**src/rtl/vga_pkg.sv**
```systemverilog
// rtl/vga_pkg.sv - shared constants, mode encoding and helpers for the VGA pattern generator
package vga_pkg;

    localparam int H_ACTIVE_DEF = 640;
    localparam int V_ACTIVE_DEF = 480;

    typedef enum logic [1:0] {
        MODE_SOLID   = 2'd0,
        MODE_BARS    = 2'd1,
        MODE_CHECKER = 2'd2,
        MODE_BOX     = 2'd3
    } mode_e;

    localparam logic [11:0] BAR_WHITE   = 12'hFFF;
    localparam logic [11:0] BAR_YELLOW  = 12'hFF0;
    localparam logic [11:0] BAR_CYAN    = 12'h0FF;
    localparam logic [11:0] BAR_GREEN   = 12'h0F0;
    localparam logic [11:0] BAR_MAGENTA = 12'hF0F;
    localparam logic [11:0] BAR_RED     = 12'hF00;
    localparam logic [11:0] BAR_BLUE    = 12'h00F;
    localparam logic [11:0] BAR_BLACK   = 12'h000;

    localparam logic DIR_POS = 1'b0;
    localparam logic DIR_NEG = 1'b1;

    typedef struct packed {
        logic [9:0] pos;
        logic       dir;
    } axis_t;

    function automatic logic [11:0] bar_color(input logic [2:0] idx);
        logic [11:0] c;
        case (idx)
            3'd0:    c = BAR_WHITE;
            3'd1:    c = BAR_YELLOW;
            3'd2:    c = BAR_CYAN;
            3'd3:    c = BAR_GREEN;
            3'd4:    c = BAR_MAGENTA;
            3'd5:    c = BAR_RED;
            3'd6:    c = BAR_BLUE;
            default: c = BAR_BLACK;
        endcase
        return c;
    endfunction

    // One bounce step for one axis; 11-bit sums keep pos+step from wrapping near 1023.
    function automatic axis_t axis_step(input axis_t cur, input logic [10:0] max_pos,
                                        input logic [10:0] step);
        axis_t      nxt;
        logic [10:0] pos;
        pos = {1'b0, cur.pos};
        nxt = cur;
        if (cur.dir == DIR_POS) begin
            if (pos + step >= max_pos) begin
                nxt.pos = 10'(max_pos);
                nxt.dir = DIR_NEG;
            end else begin
                nxt.pos = 10'(pos + step);
            end
        end else begin
            if (pos <= step) begin
                nxt.pos = '0;
                nxt.dir = DIR_POS;
            end else begin
                nxt.pos = 10'(pos - step);
            end
        end
        return nxt;
    endfunction

endpackage

```
**src/rtl/vga_box_mover.sv**
```systemverilog
// rtl/vga_box_mover.sv - bouncing-box position/direction registers, stepped once per frame
// Ports: i_clk, i_rst_n (sync, active low), i_frame_tick (advance one step),
//        o_box_x/o_box_y (top-left corner), o_dir_x/o_dir_y (1 = moving toward 0)
module vga_box_mover
    import vga_pkg::*;
#(
    parameter int H_ACTIVE = H_ACTIVE_DEF,
    parameter int V_ACTIVE = V_ACTIVE_DEF,
    parameter int BOX_SIZE = 32,
    parameter int STEP     = 2
) (
    input  logic       i_clk,
    input  logic       i_rst_n,
    input  logic       i_frame_tick,
    output logic [9:0] o_box_x,
    output logic [9:0] o_box_y,
    output logic       o_dir_x,
    output logic       o_dir_y
);

    localparam logic [10:0] MAX_X  = 11'(H_ACTIVE - BOX_SIZE);
    localparam logic [10:0] MAX_Y  = 11'(V_ACTIVE - BOX_SIZE);
    localparam logic [10:0] STEP_W = 11'(STEP);

    axis_t ax_q;
    axis_t ay_q;

    always_ff @(posedge i_clk) begin
        if (!i_rst_n) begin
            ax_q <= '{pos: '0, dir: DIR_POS};
            ay_q <= '{pos: '0, dir: DIR_POS};
        end else if (i_frame_tick) begin
            ax_q <= axis_step(ax_q, MAX_X, STEP_W);
            ay_q <= axis_step(ay_q, MAX_Y, STEP_W);
        end
    end

    assign o_box_x = ax_q.pos;
    assign o_box_y = ay_q.pos;
    assign o_dir_x = ax_q.dir;
    assign o_dir_y = ay_q.dir;

endmodule

```
**src/rtl/vga_pattern_gen.sv**
```systemverilog
// rtl/vga_pattern_gen.sv - test-pattern source (solid, bars, checker, bouncing box) for a VGA controller
// Ports: i_clk, i_rst_n (sync, active low), i_vid_on, i_pix_x, i_pix_y, i_frame_tick,
//        i_mode (latched on frame tick), i_color (RGB444), o_rgb (registered RGB444)
module vga_pattern_gen
    import vga_pkg::*;
#(
    parameter int H_ACTIVE = H_ACTIVE_DEF,
    parameter int V_ACTIVE = V_ACTIVE_DEF,
    parameter int BOX_SIZE = 32,
    parameter int STEP     = 2
) (
    input  logic        i_clk,
    input  logic        i_rst_n,
    input  logic        i_vid_on,
    input  logic [9:0]  i_pix_x,
    input  logic [9:0]  i_pix_y,
    input  logic        i_frame_tick,
    input  logic [1:0]  i_mode,
    input  logic [11:0] i_color,
    output logic [11:0] o_rgb
);

    localparam logic [9:0]  BAR_W = 10'(H_ACTIVE / 8);
    localparam logic [10:0] BOX_W = 11'(BOX_SIZE);

    mode_e       mode_q;
    logic [9:0]  box_x;
    logic [9:0]  box_y;
    logic        dir_x;
    logic        dir_y;
    logic [9:0]  bar_idx;
    logic        in_box;
    logic [11:0] pix_d;

    vga_box_mover #(
        .H_ACTIVE (H_ACTIVE),
        .V_ACTIVE (V_ACTIVE),
        .BOX_SIZE (BOX_SIZE),
        .STEP     (STEP)
    ) u_box (
        .i_clk        (i_clk),
        .i_rst_n      (i_rst_n),
        .i_frame_tick (i_frame_tick),
        .o_box_x      (box_x),
        .o_box_y      (box_y),
        .o_dir_x      (dir_x),
        .o_dir_y      (dir_y)
    );

    assign bar_idx = i_pix_x / BAR_W;

    assign in_box = ({1'b0, i_pix_x} >= {1'b0, box_x}) &&
                    ({1'b0, i_pix_x} <  ({1'b0, box_x} + BOX_W)) &&
                    ({1'b0, i_pix_y} >= {1'b0, box_y}) &&
                    ({1'b0, i_pix_y} <  ({1'b0, box_y} + BOX_W));

    // Mode and box registers are read before this edge updates them, so a pixel
    // coinciding with the frame tick still sees the previous frame's state.
    always_comb begin
        pix_d = BAR_BLACK;
        case (mode_q)
            MODE_SOLID:   pix_d = i_color;
            MODE_BARS:    pix_d = (bar_idx < 10'd8) ? bar_color(bar_idx[2:0]) : BAR_BLACK;
            MODE_CHECKER: pix_d = (i_pix_x[5] ^ i_pix_y[5]) ? BAR_WHITE : BAR_BLACK;
            MODE_BOX:     pix_d = in_box ? i_color : BAR_BLACK;
            default:      pix_d = BAR_BLACK;
        endcase
        if (!i_vid_on) begin
            pix_d = BAR_BLACK;
        end
    end

    always_ff @(posedge i_clk) begin
        if (!i_rst_n) begin
            o_rgb  <= 12'h000;
            mode_q <= MODE_SOLID;
        end else begin
            o_rgb <= pix_d;
            if (i_frame_tick) begin
                mode_q <= mode_e'(i_mode);
            end
        end
    end

endmodule

```
**config.mk**
```make
export PLATFORM = sky130hd
export DESIGN_NAME = vga_pattern_gen
export DESIGN_NICKNAME = d
export VERILOG_FILES = /design/src/rtl/vga_pkg.sv /design/src/rtl/vga_box_mover.sv /design/src/rtl/vga_pattern_gen.sv
export SDC_FILE = /design/constraint.sdc
export NUM_CORES = 1
export LEC_CHECK = 0
export ABC_AREA = 1
export CAP_MARGIN = 20
export CORE_MARGIN = 4
export CORE_UTILIZATION = 30
export CTS_BUF_LIST = sky130_fd_sc_hd__clkbuf_8
export DETAILED_ROUTE_END_ITERATION = 7
export PLACE_DENSITY = 0.59
export SYNTH_ARGS = -nofsm -noshare
export SYNTH_HDL_FRONTEND = slang
export SYNTH_SLANG_ARGS = --single-unit
```
**constraint.sdc**
```tcl
create_clock -name i_clk -period 2.8 [get_ports i_clk]
set_input_delay 0.7 -clock i_clk [delete_from_list [all_inputs] [get_ports i_clk]]
set_output_delay 0.7 -clock i_clk [all_outputs]
set_load 0.02 [all_outputs]
```
==> results of run 1 <==
cell type report:
type | count | share of cell area
tap | 136 | 0.0425
timing repair buffer | 55 | 0.136
inverter | 71 | 0.0665
clock buffer | 6 | 0.0206
clock inverter | 1 | 0.00750
multi-input combinational | 387 | 0.557
sequential | 34 | 0.170
layer usage:
| metal | track usage | up-vias | wire length, um |
|---|---|---|---|
| li1 | - | 1775 | - |
| met1 | 0.174 | 1485 | 4090 |
| met2 | 0.225 | 96 | 3820 |
| met3 | 0.0173 | 17 | 383 |
| met4 | 0.0569 | 0 | 222 |
| met5 | 0 | - | 0 |
where the power goes:
part	internal (mW)	switching, mW
Clock	0.285	0.179
Sequential	0.520	0.0486
Combinational	0.251	0.340
Total	1.06	0.567
critical path, cell delays in order, from the launching register on:
cell and delay, ns:
dfxtp_1 0.51, inv_1 0.18, ha_1 0.31, inv_1 0.04, ha_1 0.28, inv_1 0.04, nor2_1 0.11, o21ai_0 0.11
a21oi_1 0.16, nor2_1 0.06, nand2_1 0.13, nor2_2 0.07, buf_12 0.14, nand3_1 0.06, nand3_1 0.07, nand2_1 0.07
inv_1 0.03
cells by family after synthesis:
logic type      Yosys count  share of synthesized area
buf+inv                  83                      0.108
flops                    34                      0.208
compound gates          105                      0.175
xor+xnor                 21                     0.0563
fa+ha+maj                38                      0.146
simple gates            223                      0.307
synthesized netlist by cell type (all sizes together):
library cell / instances / area, um2
o21a: 2 / 15.0
a31oi: 3 / 18.8
o2111ai: 1 / 8.76
o21ai: 35 / 175
nor3: 3 / 15.0
nor2: 57 / 234
nand4: 18 / 113
nand3: 40 / 228
dfxtp: 34 / 681
o211ai: 4 / 30.0
a21oi: 51 / 255
xor2: 18 / 158
buf: 7 / 67.6
nand2: 101 / 382
or2: 2 / 12.5
inv: 71 / 267
a211oi: 4 / 30.0
and3: 1 / 6.26
nand3b: 1 / 11.3
a22oi: 3 / 22.5
ha: 38 / 475
o21bai: 1 / 7.51
xnor2: 3 / 26.3
a41oi: 1 / 8.76
clkbuf: 5 / 18.8
per-stage QoR:
stage                     std cells  instance area (um2)  utilization  hold slack, ns  setup WS [ns]
after floorplan                 504                 3270            -           0.475          0.758
after global placement          683                 3890        0.372           0.495          0.112
after detailed placement        683                 3890        0.372           0.508         0.0844
after CTS                       690                 4010        0.383           0.522          0.375
after global routing            690                 4010        0.383           0.533          0.103
final                           690                 4010        0.383           0.516          0.351
flip-flops by register name (all words and copies together), names as in the netlist:
name and count:
o_rgb 12, u_box.o_box_y 9, u_box.o_dir_x 1, mode_q 2
u_box.o_dir_y 1, u_box.o_box_x 9
how the worst max path moves through the flow:
stage | start | to | cells after the start
2_1_floorplan | u_box.o_box_y[5]$_SDFFE_PN0P_ | o_rgb[2]$_SDFF_PN0_ | 16
3_3_place_gp | i_pix_y[9] | o_rgb[3]$_SDFF_PN0_ | 13
3_5_place_dp | i_pix_y[9] | o_rgb[7]$_SDFF_PN0_ | 11
4_1_cts | u_box.o_box_y[5]$_SDFFE_PN0P_ | o_rgb[2]$_SDFF_PN0_ | 16
5_1_grt | u_box.o_box_y[5]$_SDFFE_PN0P_ | o_rgb[0]$_SDFF_PN0_ | 16
6_report | u_box.o_box_y[5]$_SDFFE_PN0P_ | o_rgb[2]$_SDFF_PN0_ | 16
cell usage in the layout (no fill, tap or decap), types with 30 or more instances in the layout:
master           count
a21oi_1             51
inv_1               65
clkdlybuf4s50_1     47
nand3_1             36
nor2_1              51
ha_1                38
nand2_1            100
o21ai_0             30
dfxtp_1             34
==> impl_metrics.py, run 1 <==
metrics = {
    "hold_path": {
        "min_path_type": "flop to flop",
        "worstHoldPathCells": 2,
        "min_to": "u_box.o_dir_y$_SDFFE_PN0P_",
        "hold_start": "u_box.o_dir_y$_SDFFE_PN0P_",
    },
    "clock_tree": {
        "cts_htree_levels": 2,
        "cts_inserted_buffers": 5,
        "post_cts_resized": 0,
        "cts_tree": "done",
        "clk_latency_ns": 0.28,
        "clkSlewWorstSetupHoldPaths_ns": 0.07,
        "clock_sinks": 34,
        "clk_root_buffer_cell": "clkbuf_8",
        "clock_path_buffers": 2,
        "holdBufCountCts": 0,
        "cts_setup_buffers": 0,
    },
    "finish": {
        "synthToLayoutAreaGrowth_pct": 22.6,
        "num-fill-cells": 1111,
        "ff_latch_area_um2": 681,
        "antennaDiodeCount": 0,
        "nNetsFinal": 630,
        "drive_above_1_share": 0.0632,
        "multi_input_area_um2": 2230,
    },
    "run_status": {
        "outcome": "finished clean",
    },
    "floorplanning": {
        "design.die.area_um2": 12600,
        "core_um2": 10500,
        "fp.dieW_um": 112,
        "row_count": 37,
        "die_h_um": 112,
        "ioPinCount": 50,
        "initial_core_util": 0.312,
    },
    "logic_synthesis": {
        "seq_area_frac_synth": 0.208,
        "synth_warnings": 0,
        "syn-cell-area_um2": 3270,
        "syn_inst": 504,
        "synth.avg_cell_area_um2": 6.48,
        "ys_types": 33,
        "syn_nets": 580,
        "ys_ff_latch": 34,
    },
    "timing": {
        "drv_slew": 0,
        "setup_violations": 0,
        "finalHoldViolations": 0,
        "fmax_mhz": 408,
        "worst_pin_slew_ns": 0.647,
        "timing.setup.tns_ns": 0,
        "period_share": 0.875,
        "skew_ns": 0.00407,
        "relSlewSlack": 0.568,
        "rsz0062_at_grt": "false",
        "period_minus_slack_ns": 2.45,
    },
    "routing": {
        "drtPass1Iterations": 4,
        "ant_nets": 0,
        "wire_per_inst_um": 12.3,
        "drt_wl_total_um": 8520,
        "vias": 3373,
        "drc": 0,
        "drt_iter0_drc": 139,
        "vias_per_cell": 4.89,
    },
    "flow_run": {
        "cap_viol_max_count": 0,
    },
    "worst_setup_path": {
        "path_max_fanout": 12,
        "rrSetupSlack_ns": 0.35,
        "reg2reg_depth": 16,
        "endpoint_kind": "flop",
        "critPathRequiredTime_ns": 2.99,
        "cp-start-kind": "flop",
        "crit_type": "flop to flop",
        "r2r_start": "u_box.o_box_y[5]$_SDFFE_PN0P_",
        "worstReg2RegEnd": "o_rgb[2]$_SDFF_PN0_",
        "cp.arrival_ns": 2.64,
    },
    "global_route": {
        "antenna_found_initial": 0,
        "grt_max_degree": 22,
        "grt_pass1_vias": 3125,
        "track_usage": 0.135,
        "overflow": 0,
        "grt_pass1_wl_um": 14300,
    },
    "placed_design": {
        "dp_hpwl_um": 6830,
        "placement.io_buffers": 47,
        "place_congestion": 0.895,
    },
    "power": {
        "power.density_nw_per_um2": 405,
        "vdd_drop_max_mv": 0.168,
        "power_mw": 1.62,
        "cellLeakagePower_nw": 1.86,
    },
}
(Power assumes the default switching activity.)
==> inputs of run 2 (changes only) <==
Settings changed: ABC_AREA 1 to not set, CAP_MARGIN 20 to not set.
==> impl_metrics.py, run 2 <==
metrics = {
    "worst_setup_path": {
        "cp-start-kind": "input port",
        "slowest_delay_ns": 0.41,
        "critPathRequiredTime_ns": 3.01,
        "crit_buf_inv": 2,
        "cp_top_family": "compound AO/OA/AOI/OAI gates",
        "endpoint_kind": "flop",
        "cp_cell_sequence": "clkdlybuf4s50_1 -> ha_1 -> o21ai_0 -> a22oi_1 -> a221oi_1 -> o2111ai_1 -> buf_4 -> o31ai_2",
        "cp.arrival_ns": 2.81,
        "crit_type": "input port to flop",
        "path_max_fanout": 12,
        "slowest_stage": "clkdlybuf4s50_1",
    },
    "logic_synthesis": {
        "ys.flop_type": "dfxtp_1",
        "seq_area_frac_synth": 0.194,
        "synth_top_area_cell": "dfxtp_1",
        "synth_top_area_frac": 0.194,
        "synth.area.mux_share": 0.0146,
        "synth_xor_area_frac": 0.0275,
        "synth_fa_ha_area_frac": 0.136,
        "ys_types": 74,
        "synthArstFlopShare": 0,
        "synth-edff-count": 0,
        "synth.avg_cell_area_um2": 8.02,
        "ys_ff_latch": 34,
        "synth_compound_area_frac": 0.336,
        "syn_inst": 437,
        "synth_warnings": 0,
        "synthMostInstantiatedCell": "nand2_1",
        "syn-cell-area_um2": 3500,
        "netlist_top_cells_count": "nand2_1, ha_1, dfxtp_1, inv_1, nor2_1",
        "ys_top_cells_by_area": "dfxtp_1, ha_1, nand2_1, o31ai_2, inv_1",
        "synth_top_family_by_area": "compound AO/OA/AOI/OAI gates",
        "yosys.area_share.simple": 0.220,
        "syn_nets": 513,
    },
    "timing": {
        "fmax_mhz": 385,
        "period_minus_slack_ns": 2.60,
        "finalHoldViolations": 0,
        "timing.setup.tns_ns": 0,
        "setup_violations": 0,
        "worst_pin_slew_ns": 0.475,
        "relSlewSlack": 0.674,
        "skew_ns": 0.0102,
        "drv_slew": 0,
        "period_share": 0.927,
        "rsz0062_at_grt": "false",
    },
    "floorplanning": {
        "design.die.area_um2": 13500,
        "ioPinCount": 50,
        "fp.dieW_um": 116,
        "die_h_um": 116,
        "core_um2": 11400,
        "initial_core_util": 0.307,
        "row_count": 39,
    },
    "finish": {
        "regMostFlops": "o_rgb",
        "nNetsFinal": 561,
        "antennaDiodeCount": 0,
        "utilization": 0.379,
        "finish.instance_area_um2": 4330,
        "synthToLayoutAreaGrowth_pct": 23.6,
        "layout_common_cells": "clkdlybuf4s50_1, nand2_1, ha_1",
        "drive_above_1_share": 0.109,
        "num-fill-cells": 1220,
        "layout_commonest_cell": "clkdlybuf4s50_1",
        "largest_reg_flops": 12,
    },
    "placed_design": {
        "dp_hpwl_um": 7740,
        "dpl_cell_area_um2": 4190,
        "place_congestion": 0.859,
        "placement.io_buffers": 47,
    },
    "clock_tree": {
        "clock_path_buffers": 2,
        "holdBufCountCts": 0,
        "clk_root_buffer_cell": "clkbuf_8",
        "cts_inserted_buffers": 5,
        "cts_tree": "done",
        "clkSlewWorstSetupHoldPaths_ns": 0.09,
        "cts_setup_buffers": 0,
        "post_cts_resized": 0,
        "clock_sinks": 34,
        "clk_latency_ns": 0.29,
        "cts_htree_levels": 2,
    },
    "flow_run": {
        "cap_viol_max_count": 0,
    },
    "global_route": {
        "grt_pass1_wl_um": 16500,
        "grt_pass1_vias": 3451,
        "grt_use_met1": 0.200,
        "grt_max_degree": 26,
        "grtUsageMet2": 0.242,
        "grtUsageMet3": 0.0272,
        "track_usage": 0.149,
        "antenna_found_initial": 0,
        "top_usage_layer": "met2",
        "overflow": 0,
    },
    "power": {
        "power_mw": 1.50,
        "cellLeakagePower_nw": 1.58,
        "power.density_nw_per_um2": 347,
        "vdd_drop_max_mv": 0.264,
    },
    "routing": {
        "drc": 0,
        "vias_per_cell": 5.70,
        "ant_nets": 0,
        "drt_wl_total_um": 9960,
        "wire_per_inst_um": 15.8,
        "drtPass1Iterations": 4,
        "drt_iter0_drc": 324,
        "vias": 3583,
    },
    "run_status": {
        "outcome": "finished clean",
    },
    "hold_path": {
        "min_path_type": "flop to flop",
    },
}
-- run 2: cell types whose count changed in the layout (fill, tap and decap cells not counted), moves of 8 or more --
cell	change
o21a_1	+9
inv_1	-39
nand4_1	-9
and3_1	+8
o21ai_0	-16
o311ai_0	+10
nand2_1	-61
nor3_1	+16
nor2_1	-31
xor2_1	-17
a21oi_1	-33
nand3_1	-19
buf_4	+15
o31ai_2	+9
-- run 2: through the flow --
| stage | cells | hold slack (ns) | setup slack, ns |
|---|---|---|---|
| 2_1_floorplan | 437 | 0.540 | 0.375 |
| 3_3_place_gp | 621 | 0.574 | 0.00595 |
| 3_5_place_dp | 621 | 0.595 | -0.0904 |
| 4_1_cts | 629 | 0.607 | 0.222 |
| 5_1_grt | 629 | 0.646 | 0.104 |
| 6_report | 629 | 0.596 | 0.203 |
-- run 2: metal layers --
layer / vias to the layer above / share of wire
met4: 0 / 0.016
li1: 1796 / -
met2: 94 / 0.45
met1: 1681 / 0.48
met5: - / 0
met3: 12 / 0.052
-- run 2: cells by family after synthesis --
group | after synthesis
muxes | 5
DFF | 34
buffers and inverters | 57
and+or+nand+nor | 144
xor gates and xnor gates | 11
adders and majority gates | 38
AOI/OAI and AO/OA | 148
-- run 2: where the power goes --
group          internal [mW]  switching (mW)  total (mW)
Combinational          0.186           0.216       0.401
Clock                  0.357           0.218       0.575
Sequential             0.504          0.0229       0.527
-- run 2: area by class of cell --
cell class | instances | area (um2) | area share
Clock inverter | 3 | 68.8 | 0.0159
Multi-Input combinational cell | 346 | 2570 | 0.594
Timing Repair Buffer | 70 | 656 | 0.151
Inverter | 28 | 105 | 0.0243
Clock buffer | 5 | 68.8 | 0.0159
Tap cell | 143 | 179 | 0.0413
Sequential cell | 34 | 681 | 0.157
-- run 2: path summary, 6_finish.rpt --
path | slack, ns | start | cells past startpoint | to
setup / recovery | 0.20 | i_pix_y[1] | 8 | o_rgb[2]$_SDFF_PN0_
setup reg to reg | 0.31 | u_box.o_box_y[5]$_SDFFE_PN0P_ | 10 | o_rgb[2]$_SDFF_PN0_
hold reg to reg | 0.60 | u_box.o_dir_y$_SDFFE_PN0P_ | 2 | u_box.o_box_y[8]$_SDFFE_PN0P_
hold / removal | 0.60 | u_box.o_dir_y$_SDFFE_PN0P_ | 2 | u_box.o_box_y[8]$_SDFFE_PN0P_
-- run 2: worst register-to-register path: cells and delay by family, from the launching register on --
family                     cells  cell delay, ns
adders and majority gates      2            0.53
xor gates and xnor gates       1            0.22
DFF                            1            0.41
and+or+nand+nor                2            0.28
AOI/OAI and AO/OA              4            0.74
buffers and inverters          1            0.24
==> inputs of run 3 (changes only) <==
Settings changed: GPL_TIMING_DRIVEN set to 0.
==> impl_metrics.py, run 3 (synthesis results as in run 2) <==
metrics = {
    "run_status": {
        "outcome": "finished clean",
    },
    "routing": {
        "drt_iter0_drc": 423,
        "vias_per_cell": 5.87,
        "wire_per_inst_um": 16.6,
        "drc": 0,
        "ant_nets": 0,
        "vias": 3717,
        "drt_wl_total_um": 10500,
        "drtPass1Iterations": 5,
    },
    "finish": {
        "antennaDiodeCount": 0,
        "num-fill-cells": 1212,
        "layout_common_cells": "clkdlybuf4s50_1, nand2_1, ha_1",
        "layout_commonest_cell": "clkdlybuf4s50_1",
        "largest_reg_flops": 12,
        "synthToLayoutAreaGrowth_pct": 22.0,
        "nNetsFinal": 566,
        "final_cell_count_no_fill": 633,
        "regMostFlops": "o_rgb",
        "drive_above_1_share": 0.0918,
    },
    "global_route": {
        "track_usage": 0.158,
        "grt_pass1_wl_um": 17200,
        "grt_max_degree": 11,
        "overflow": 0,
        "antenna_found_initial": 0,
        "grt_pass1_vias": 3515,
    },
    "placed_design": {
        "dp.cells": 626,
        "placement.io_buffers": 46,
        "dp_hpwl_um": 8290,
        "place_congestion": 0.921,
    },
    "worst_setup_path": {
        "path_max_fanout": 10,
        "endpoint_kind": "flop",
        "crit_type": "input port to flop",
        "rrSetupSlack_ns": 0.21,
        "worstReg2RegEnd": "o_rgb[2]$_SDFF_PN0_",
        "reg2reg_depth": 10,
        "startpoint": "i_pix_x[7]",
        "critPathRequiredTime_ns": 2.96,
        "cp.arrival_ns": 2.85,
        "cp-start-kind": "input port",
        "r2r_start": "u_box.o_box_x[6]$_SDFFE_PN0P_",
    },
    "floorplanning": {
        "ioPinCount": 50,
        "design.die.area_um2": 13500,
        "initial_core_util": 0.307,
        "fp.dieW_um": 116,
        "row_count": 39,
        "core_um2": 11400,
        "die_h_um": 116,
    },
    "timing": {
        "period_share": 0.963,
        "skew_ns": 0.0168,
        "rsz0062_at_grt": "false",
        "period_minus_slack_ns": 2.70,
        "relSlewSlack": 0.627,
        "drv_slew": 0,
        "finalHoldViolations": 0,
        "worst_pin_slew_ns": 0.559,
        "setup_violations": 0,
        "fmax_mhz": 371,
    },
    "clock_tree": {
        "clk_root_buffer_cell": "clkbuf_8",
        "clock_sinks": 34,
        "clk_latency_ns": 0.29,
        "holdBufCountCts": 0,
        "cts_setup_buffers": 0,
        "cts_inserted_buffers": 5,
        "cts_tree": "done",
        "clkSlewWorstSetupHoldPaths_ns": 0.08,
        "cts_htree_levels": 2,
        "clock_path_buffers": 2,
    },
    "hold_path": {
        "min_to": "u_box.o_box_y[8]$_SDFFE_PN0P_",
        "worstHoldPathCells": 2,
        "hold_start": "u_box.o_dir_y$_SDFFE_PN0P_",
        "min_path_type": "flop to flop",
    },
    "flow_run": {
        "cap_viol_max_count": 0,
    },
    "power": {
        "power.density_nw_per_um2": 328,
        "cellLeakagePower_nw": 1.54,
        "vdd_drop_max_mv": 0.203,
        "power_mw": 1.40,
    },
}
==> run 3: changes by cell type in the layout (fill, tap and decap cells not counted), sizes merged <==
cell           change
clkbuf            +19
clkdlybuf4s50      -1
bufinv             -1
clkinv             -1
buf               -12
==> run 3: timing repair <==
action	in CTS	in global routing
hold endpoints to repair	0	0
gates resized for setup	2	5
setup endpoints to repair	10	13
==> run 3: metrics by stage <==
step | util | instance area, um2 | setup WS (ns) | hold WS [ns] | setup TNS [ns]
after floorplan | - | 3500 | 0.375 | 0.540 | 0
after global placement | 0.363 | 4140 | -0.433 | 0.592 | -4.24
after detailed placement | 0.363 | 4140 | -0.478 | 0.599 | -4.87
after CTS | 0.373 | 4260 | 0.0667 | 0.615 | 0
after global routing | 0.374 | 4270 | 0.00919 | 0.653 | 0
final | 0.374 | 4270 | 0.104 | 0.616 | 0
==> run 3: worst max path at each step <==
stage | slack, ns | to | depth (start not counted)
floorplan | 0.38 | o_rgb[11]$_SDFF_PN0_ | 6
global placement | -0.43 | o_rgb[11]$_SDFF_PN0_ | 7
detailed placement | -0.48 | o_rgb[11]$_SDFF_PN0_ | 7
CTS | 0.07 | o_rgb[2]$_SDFF_PN0_ | 10
global route | 0.009 | o_rgb[2]$_SDFF_PN0_ | 10
finish | 0.10 | o_rgb[6]$_SDFF_PN0_ | 7
==> run 3: power by group <==
group	internal [mW]	leakage, nW	switching (mW)
combinational	0.174	1.20	0.226
sequential	0.505	0.279	0.0170
clock	0.285	0.0573	0.193
total	0.965	1.54	0.436
==> run 3: cell type report <==
cell class	instances	area [um2]	share of cell area
multi-input combinational	346	2580	0.605
sequential	34	683	0.160
timing repair buffer	46	460	0.108
tap	143	179	0.0419
buffer	29	148	0.0346
inverter	28	105	0.0246
clock buffer	6	82.6	0.0193
clock inverter	1	30.0	0.00703
==> run 3: metal layers <==
metal  up-vias  global-route usage  share of wire
met4         0              0.0495          0.022
met2       131               0.255           0.46
li1       1808                   -              -
met1      1755               0.214           0.44
met5         -                   0              0
met3        23              0.0308          0.070
==> run 3: critical path, cell delays in order <==
cell,delay (ns)
clkdlybuf4s50_1,0.47
ha_1,0.35
a2111o_1,0.41
a31oi_1,0.26
o2bb2ai_1,0.20
buf_2,0.35
o31ai_2,0.10
